[src/rtl/p_int_addsub_pipe_pkg.sv]
// Shared types and helpers for the saturating integer add/sub pipeline.
package p_int_addsub_pipe_pkg;

  // Data format descriptor: bit width and signedness.
  typedef struct packed {
    logic [7:0] prec;
    logic       sign;
  } dconf_t;

  localparam dconf_t DEF_DCONF_INT = '{prec: 8'd16, sign: 1'b1};

  typedef enum logic {
    OP_ADD = 1'b0,
    OP_SUB = 1'b1
  } addsub_op_t;

  // Largest value representable in format c.
  function automatic logic signed [63:0] dconf_max(input dconf_t c);
    if (c.sign) return (64'sd1 <<< (c.prec - 8'd1)) - 64'sd1;
    return (64'sd1 <<< c.prec) - 64'sd1;
  endfunction

  // Smallest value representable in format c.
  function automatic logic signed [63:0] dconf_min(input dconf_t c);
    if (c.sign) return -(64'sd1 <<< (c.prec - 8'd1));
    return 64'sd0;
  endfunction

endpackage

[src/rtl/p_int_addsub_pipe_sat_lane.sv]
// One lane: exact add/sub of pre-extended operands, clamped to the output format.
module p_int_sat_lane
  import p_int_addsub_pipe_pkg::*;
#(
  parameter int     E      = 10,
  parameter dconf_t O_CONF = DEF_DCONF_INT,
  localparam int    O_PREC = int'(O_CONF.prec)
) (
  input  logic signed [E-1:0]      a,
  input  logic signed [E-1:0]      b,
  input  addsub_op_t               op,
  output logic        [O_PREC-1:0] res,
  output logic                     ovf
);

  localparam logic signed [63:0] O_MAX = dconf_max(O_CONF);
  localparam logic signed [63:0] O_MIN = dconf_min(O_CONF);

  logic signed [E-1:0] exact;
  logic signed [63:0]  wide;

  // Exact result (two headroom bits, never wraps), then clamp to [O_MIN, O_MAX].
  always_comb begin
    // NOTE: every output gets a default first so no path leaves it unassigned (no latch).
    res   = '0;
    ovf   = 1'b0;
    exact = (op == OP_SUB) ? (a - b) : (a + b);
    wide  = {{(64-E){exact[E-1]}}, exact};
    res   = wide[O_PREC-1:0];
    if (wide > O_MAX) begin
      res = O_MAX[O_PREC-1:0];
      ovf = 1'b1;
    end else if (wide < O_MIN) begin
      res = O_MIN[O_PREC-1:0];
      ovf = 1'b1;
    end
  end

endmodule

[src/rtl/p_int_addsub_pipe.sv]
// Multi-lane saturating add/sub with a 2-stage valid/ready pipeline and
// per-lane sticky overflow counters.
module p_int_addsub_pipe
  import p_int_addsub_pipe_pkg::*;
#(
  parameter dconf_t I1_CONF = DEF_DCONF_INT,
  parameter dconf_t I2_CONF = DEF_DCONF_INT,
  parameter dconf_t O_CONF  = DEF_DCONF_INT,
  parameter int     LANES   = 4,
  parameter int     CNT_W   = 16,
  localparam int    I1_PREC = int'(I1_CONF.prec),
  localparam int    I2_PREC = int'(I2_CONF.prec),
  localparam int    O_PREC  = int'(O_CONF.prec)
) (
  input  logic                     clk,
  input  logic                     reset_,
  input  logic                     in_valid,
  output logic                     in_ready,
  input  logic                     in_op,
  input  logic [LANES*I1_PREC-1:0] in1,
  input  logic [LANES*I2_PREC-1:0] in2,
  output logic                     out_valid,
  input  logic                     out_ready,
  output logic [LANES*O_PREC-1:0]  out,
  output logic [LANES-1:0]         out_ovf,
  output logic [LANES*CNT_W-1:0]   ovf_cnt,
  input  logic                     cnt_clr
);

  localparam int E = ((I1_PREC > I2_PREC) ? I1_PREC : I2_PREC) + 2;
  localparam logic [CNT_W-1:0] CNT_MAX = '1;

  logic                          s1_v_q, s1_v_d, s2_v_q, s2_v_d;
  addsub_op_t                    s1_op_q, s1_op_d;
  logic [LANES-1:0][E-1:0]       s1_a_q, s1_a_d, s1_b_q, s1_b_d;
  logic [LANES-1:0][O_PREC-1:0]  lane_res, s2_out_q, s2_out_d;
  logic [LANES-1:0]              lane_ovf, s2_ovf_q, s2_ovf_d;
  logic [LANES-1:0][CNT_W-1:0]   cnt_q, cnt_d;
  logic [LANES-1:0]              cnt_inc;
  logic                          s2_adv, s2_load, in_fire, out_fire;

  // S2 can take new data when empty or draining; S1 likewise when S2 can.
  assign s2_adv    = !s2_v_q || out_ready;
  assign in_ready  = !s1_v_q || s2_adv;
  assign in_fire   = in_valid && in_ready;
  assign s2_load   = s1_v_q && s2_adv;
  assign out_fire  = s2_v_q && out_ready;
  assign cnt_inc   = {LANES{out_fire}} & s2_ovf_q;

  assign out_valid = s2_v_q;
  assign out       = s2_out_q;
  assign out_ovf   = s2_ovf_q;
  assign ovf_cnt   = cnt_q;

  // Stage occupancy: fill on accept/advance, empty when contents move on.
  always_comb begin
    s1_v_d = in_fire || (s1_v_q && !s2_adv);
    s2_v_d = s2_adv ? s1_v_q : s2_v_q;
  end

  // S1 capture: extend each operand to E bits according to its signedness.
  always_comb begin
    s1_op_d = s1_op_q;
    s1_a_d  = s1_a_q;
    s1_b_d  = s1_b_q;
    if (in_fire) begin
      s1_op_d = addsub_op_t'(in_op);
      for (int k = 0; k < LANES; k++) begin
        s1_a_d[k] = {{(E-I1_PREC){I1_CONF.sign & in1[k*I1_PREC+I1_PREC-1]}},
                     in1[k*I1_PREC +: I1_PREC]};
        s1_b_d[k] = {{(E-I2_PREC){I2_CONF.sign & in2[k*I2_PREC+I2_PREC-1]}},
                     in2[k*I2_PREC +: I2_PREC]};
      end
    end
  end

  for (genvar k = 0; k < LANES; k++) begin : g_lane
    p_int_sat_lane #(
      .E      (E),
      .O_CONF (O_CONF)
    ) u_sat (
      .a   (s1_a_q[k]),
      .b   (s1_b_q[k]),
      .op  (s1_op_q),
      .res (lane_res[k]),
      .ovf (lane_ovf[k])
    );
  end

  // S2 capture of the saturated lanes.
  always_comb begin
    s2_out_d = s2_load ? lane_res : s2_out_q;
    s2_ovf_d = s2_load ? lane_ovf : s2_ovf_q;
  end

  // Overflow counters: saturate at max; clear wins but keeps a same-cycle hit.
  always_comb begin
    cnt_d = cnt_q;
    for (int k = 0; k < LANES; k++) begin
      if (cnt_clr)
        cnt_d[k] = cnt_inc[k] ? CNT_W'(1) : '0;
      else if (cnt_inc[k] && (cnt_q[k] != CNT_MAX))
        cnt_d[k] = cnt_q[k] + 1'b1;
    end
  end

  // S1 operand registers; meaningful only while s1_v_q is set.
  always_ff @(posedge clk) begin
    // NOTE: pure data registers carry no reset; the valid bit qualifies them.
    s1_op_q <= s1_op_d;
    s1_a_q  <= s1_a_d;
    s1_b_q  <= s1_b_d;
  end

  // Valid bits, visible outputs and counters with synchronous reset.
  always_ff @(posedge clk) begin
    // NOTE: sequential state uses non-blocking assignment so all flops update together.
    if (!reset_) begin
      s1_v_q   <= 1'b0;
      s2_v_q   <= 1'b0;
      s2_out_q <= '0;
      s2_ovf_q <= '0;
      cnt_q    <= '0;
    end else begin
      s1_v_q   <= s1_v_d;
      s2_v_q   <= s2_v_d;
      s2_out_q <= s2_out_d;
      s2_ovf_q <= s2_ovf_d;
      cnt_q    <= cnt_d;
    end
  end

endmodule

[config.mk]
export PLATFORM = sky130hd
export DESIGN_NAME = p_int_addsub_pipe
export DESIGN_NICKNAME = d
export VERILOG_FILES = /design/src/rtl/p_int_addsub_pipe_pkg.sv /design/src/rtl/p_int_addsub_pipe_sat_lane.sv /design/src/rtl/p_int_addsub_pipe.sv
export SDC_FILE = /design/constraint.sdc
export NUM_CORES = 1
export LEC_CHECK = 0
export ABC_AREA = 0
export CAP_MARGIN = 15
export CORE_ASPECT_RATIO = 0.7
export CORE_MARGIN = 2
export CORE_UTILIZATION = 34
export CTS_CLUSTER_DIAMETER = 200
export CTS_CLUSTER_SIZE = 24
export DETAILED_ROUTE_END_ITERATION = 10
export SLEW_MARGIN = 25
export SYNTH_ARGS = -nofsm -noshare
export SYNTH_HDL_FRONTEND = slang
export SYNTH_HIERARCHICAL = 1
export SYNTH_SLANG_ARGS = --single-unit
export TNS_END_PERCENT = 1
[constraint.sdc]
create_clock -name clk -period 5.82 [get_ports clk]
set_input_delay 1.455 -clock clk [delete_from_list [all_inputs] [get_ports clk]]
set_output_delay 1.455 -clock clk [all_outputs]
set_load 0.1 [all_outputs]
==> results.sh <==
export IMPL_synth_edf_count=129
export IMPL_cpMostUsedCell="a21oi_1"
export IMPL_p_seq_share_pct=41.4
export IMPL_switchingPower_mw=1.98
export IMPL_track_usage_pct=16.9
export IMPL_rsz0062_at_grt="false"
export IMPL_grt_start_max_net_pins=65
export IMPL_met3_length_mm=1.95
export IMPL_yosys_area_top_type="edfxtp_1"
export IMPL_cts_setup_buffers=0
export IMPL_dp_hpwl_mm=32.0
export IMPL_cts_root_buffer="clkbuf_16"
export IMPL_wirelength_mm=41.5
export IMPL_top_layer="met4"
export IMPL_relSlewSlack_pct=28.4
export IMPL_place_gp_congestion=0.888
export IMPL_cp_slowest_stage_delay_ps=810
export IMPL_synth_seq_cells=263
export IMPL_p_clk_share_pct=21.0
export IMPL_core_um2=45100
export IMPL_outcome="completed"
export IMPL_p_per_area_nw_per_um2=273
export IMPL_cts_sinks=263
export IMPL_fmax_mhz=206
export IMPL_cts_made_buffers=14
export IMPL_synth_warnings=6
export IMPL_io_pin_count=268
export IMPL_final_cell_mix="clkdlybuf4s50_1 (251), nand2_1 (205), nor2_1 (138)"
export IMPL_finClkSkew_ps=15.3
export IMPL_synthArstFlopShare_pct=0
export IMPL_layout_commonest_cell="clkdlybuf4s50_1"
export IMPL_final_net_count=2086
export IMPL_max_cap_viol_count=0
export IMPL_die_h_um=183
export IMPL_setup_tns_final_ps=0
export IMPL_cp_cell_sequence="nor4_4 -> nand2_1 -> nor4_1 -> nor2b_1 -> a21oi_1 -> xnor2_1 -> ha_1 -> a21o_1 -> a21oi_1 -> nor2b_1 -> or4_1 -> a21oi_1 -> o32ai_1 -> nand2_1 -> a21boi_0"
export IMPL_clk_path_buf_depth=3
export IMPL_post_route_util_pct=42.3
export IMPL_crit_path_top_delay_cell="a21oi_1"
export IMPL_die_w_um=260
export IMPL_synth_nets=1863
export IMPL_final_seq_area_um2=6560
export IMPL_clock_latency_ps=510
export IMPL_switching_share_pct=38.0
export IMPL_htree_levels=1
export IMPL_pre_cts_slack_ps=1100
export IMPL_leakage_nw=6.48
export IMPL_syn2layout_area_growth_pct=22.5
export IMPL_drive_gt1_share_pct=6.50
export IMPL_clk_pin_slew_ps=110
export IMPL_finalSetupViolCount=0
export IMPL_io_buffer_count=267
export IMPL_p_int_mw=3.23
export IMPL_hold_viol=0
export IMPL_vias_per_cell=5.16
export IMPL_slew_viol_final=0
export IMPL_path_class="flip-flop to flip-flop"
export IMPL_cts_tree="yes"
export IMPL_ys_seq_area_share_pct=42.0
export IMPL_netlist_cell_type_count=89
export IMPL_final_fill_count=4394
export IMPL_required_ps=6230
export IMPL_fin_crit_sh_pct=83.5
export IMPL_wire_per_inst_um=16.7
export IMPL_firstDrtPassIters=5
export IMPL_rows=65
export IMPL_first_iter_violations=801
export IMPL_synthCells=1649
export IMPL_fin_crit_ps=4860
export IMPL_cts_hold_buf=0
export IMPL_cts_resized=0
export IMPL_critPathCaptureType="flip-flop"
export IMPL_cp_start_kind="flip-flop"
export IMPL_num_vias=12800
export IMPL_p_comb_share_pct=37.6
export IMPL_antennaDiodeCount=0
export IMPL_grt_overflow_total=0
export IMPL_power_mw=5.21
export IMPL_met1_length_mm=19.4
export IMPL_grt_pass1_vias=12100
export IMPL_holdWs_ps=467
export IMPL_hold_class="flip-flop to flip-flop"
export IMPL_fin_ws_ps=963
export IMPL_multi_input_area_um2=8530
export IMPL_ir_drop_mv=0.133
export IMPL_synthTopCellsByArea="edfxtp_1 (25%), dfxtp_1 (17%), xnor2_1 (7.5%)"
export IMPL_crit_path_max_fanout=11
export IMPL_cp_arrival_ps=5260
export IMPL_netlist_area_leader_share_pct=24.8
export IMPL_antenna_left=0
export IMPL_die_area_um2=47600
export IMPL_synth_top_flop_cell="dfxtp_1"
export IMPL_start_util_pct=34.6
export IMPL_routed_wl_met2_mm=19.1
export IMPL_synth_area_um2=15600
export IMPL_tightest_slew_ps=1070
export IMPL_remaining_drc_errors=0
export IMPL_syn_area_per_cell_um2=9.46
export IMPL_antenna_found_initial=0
export IMPL_grt_pass1_wl_mm=65.2
## registers in the layout, indices dropped and copies added, names as in the netlist
register	count
ovf_cnt	64
s1_a_q	64
s1_op_q	1
out	64
s1_b_q	64
s1_v_q	1
out_ovf	4
out_valid	1
## worst max-delay path: cells and delay by family, from the launching register on
family                     cells  cell delay, ps
xor gates and xnor gates       1             170
and+or+nand+nor                7            2200
AOI/OAI and AO/OA              6            1570
adders and majority gates      1             350
DFF                            1             470
## metrics by stage
stage,area (um^2),std cells
after floorplan,15600,1649
after global placement,18700,2458
after detailed placement,18700,2458
after CTS,19100,2480
after global routing,19100,2481
final,19100,2481
## kinds of logic after synthesis
logic type	Yosys count	synth area share, %
flip-flops	263	42.0
XOR/XNOR	164	9.46
AND/OR/NAND/NOR	606	19.7
adder cells (fa/ha/maj)	80	6.61
multiplexers	11	0.706
AO/OA/AOI/OAI	413	18.1
buffers and inverters	112	3.40
## worst paths after layout
check	slack, ps	to	depth (start not counted)	from
worst max-delay path	960	out[54]	15	s1_b_q[58]
worst min-delay path	470	out[27]	2	out[27]
worst max register to register	960	out[54]	15	s1_b_q[58]
worst min register to register	470	out[27]	2	out[27]
## final cells by class
| class | count | share of cell area, % |
|---|---|---|
| flip-flops and latches | 263 | 34.3 |
| repair buffers | 278 | 14.1 |
| inverters | 41 | 0.806 |
| well taps | 603 | 3.95 |
| multi-input cells | 1274 | 44.7 |
| clock buffers | 22 | 2.12 |
## routing by layer
layer,GRT usage (%),vias to the layer above
li1,-,6415
met1,23.1,6076
met2,27.7,269
met3,2.78,45
met4,4.41,0
met5,0,-
## synthesized netlist by cell type (5+ instances only)
master / n
a211oi_1: 6
nand4_1: 26
a21oi_2: 6
o21ai_1: 5
nand2_1: 206
a21o_1: 19
o211ai_1: 14
dfxtp_1: 134
o22ai_1: 12
xnor2_1: 134
mux2i_1: 11
a31oi_1: 28
nor4_1: 22
nand3_1: 43
nor2b_1: 16
nor4_4: 6
nor3_1: 57
clkbuf_1: 37
inv_1: 40
edfxtp_1: 129
o21bai_1: 6
o21a_1: 11
and3_1: 9
xor2_1: 26
nor3b_1: 5
ha_1: 76
a31oi_2: 12
o21ai_0: 48
a21boi_0: 70
nor2_1: 138
a21oi_1: 133
or2_2: 7
or4_1: 7
and2_1: 7
buf_2: 18
nand2b_1: 7
or3_1: 15
buf_6: 8
and4_1: 6
## power by group through the flow
stage | logic (mW) | registers (mW) | clock network (mW)
3_3_place_gp | 1.94 | 2.20 | 0
5_1_grt | 2.12 | 2.17 | 1.21
4_1_cts | 1.96 | 2.16 | 1.15
3_5_place_dp | 1.95 | 2.20 | 0
2_1_floorplan | 1.11 | 2.60 | 0
6_report | 1.96 | 2.16 | 1.09
Note: power is estimated with default switching activity, not from simulation.
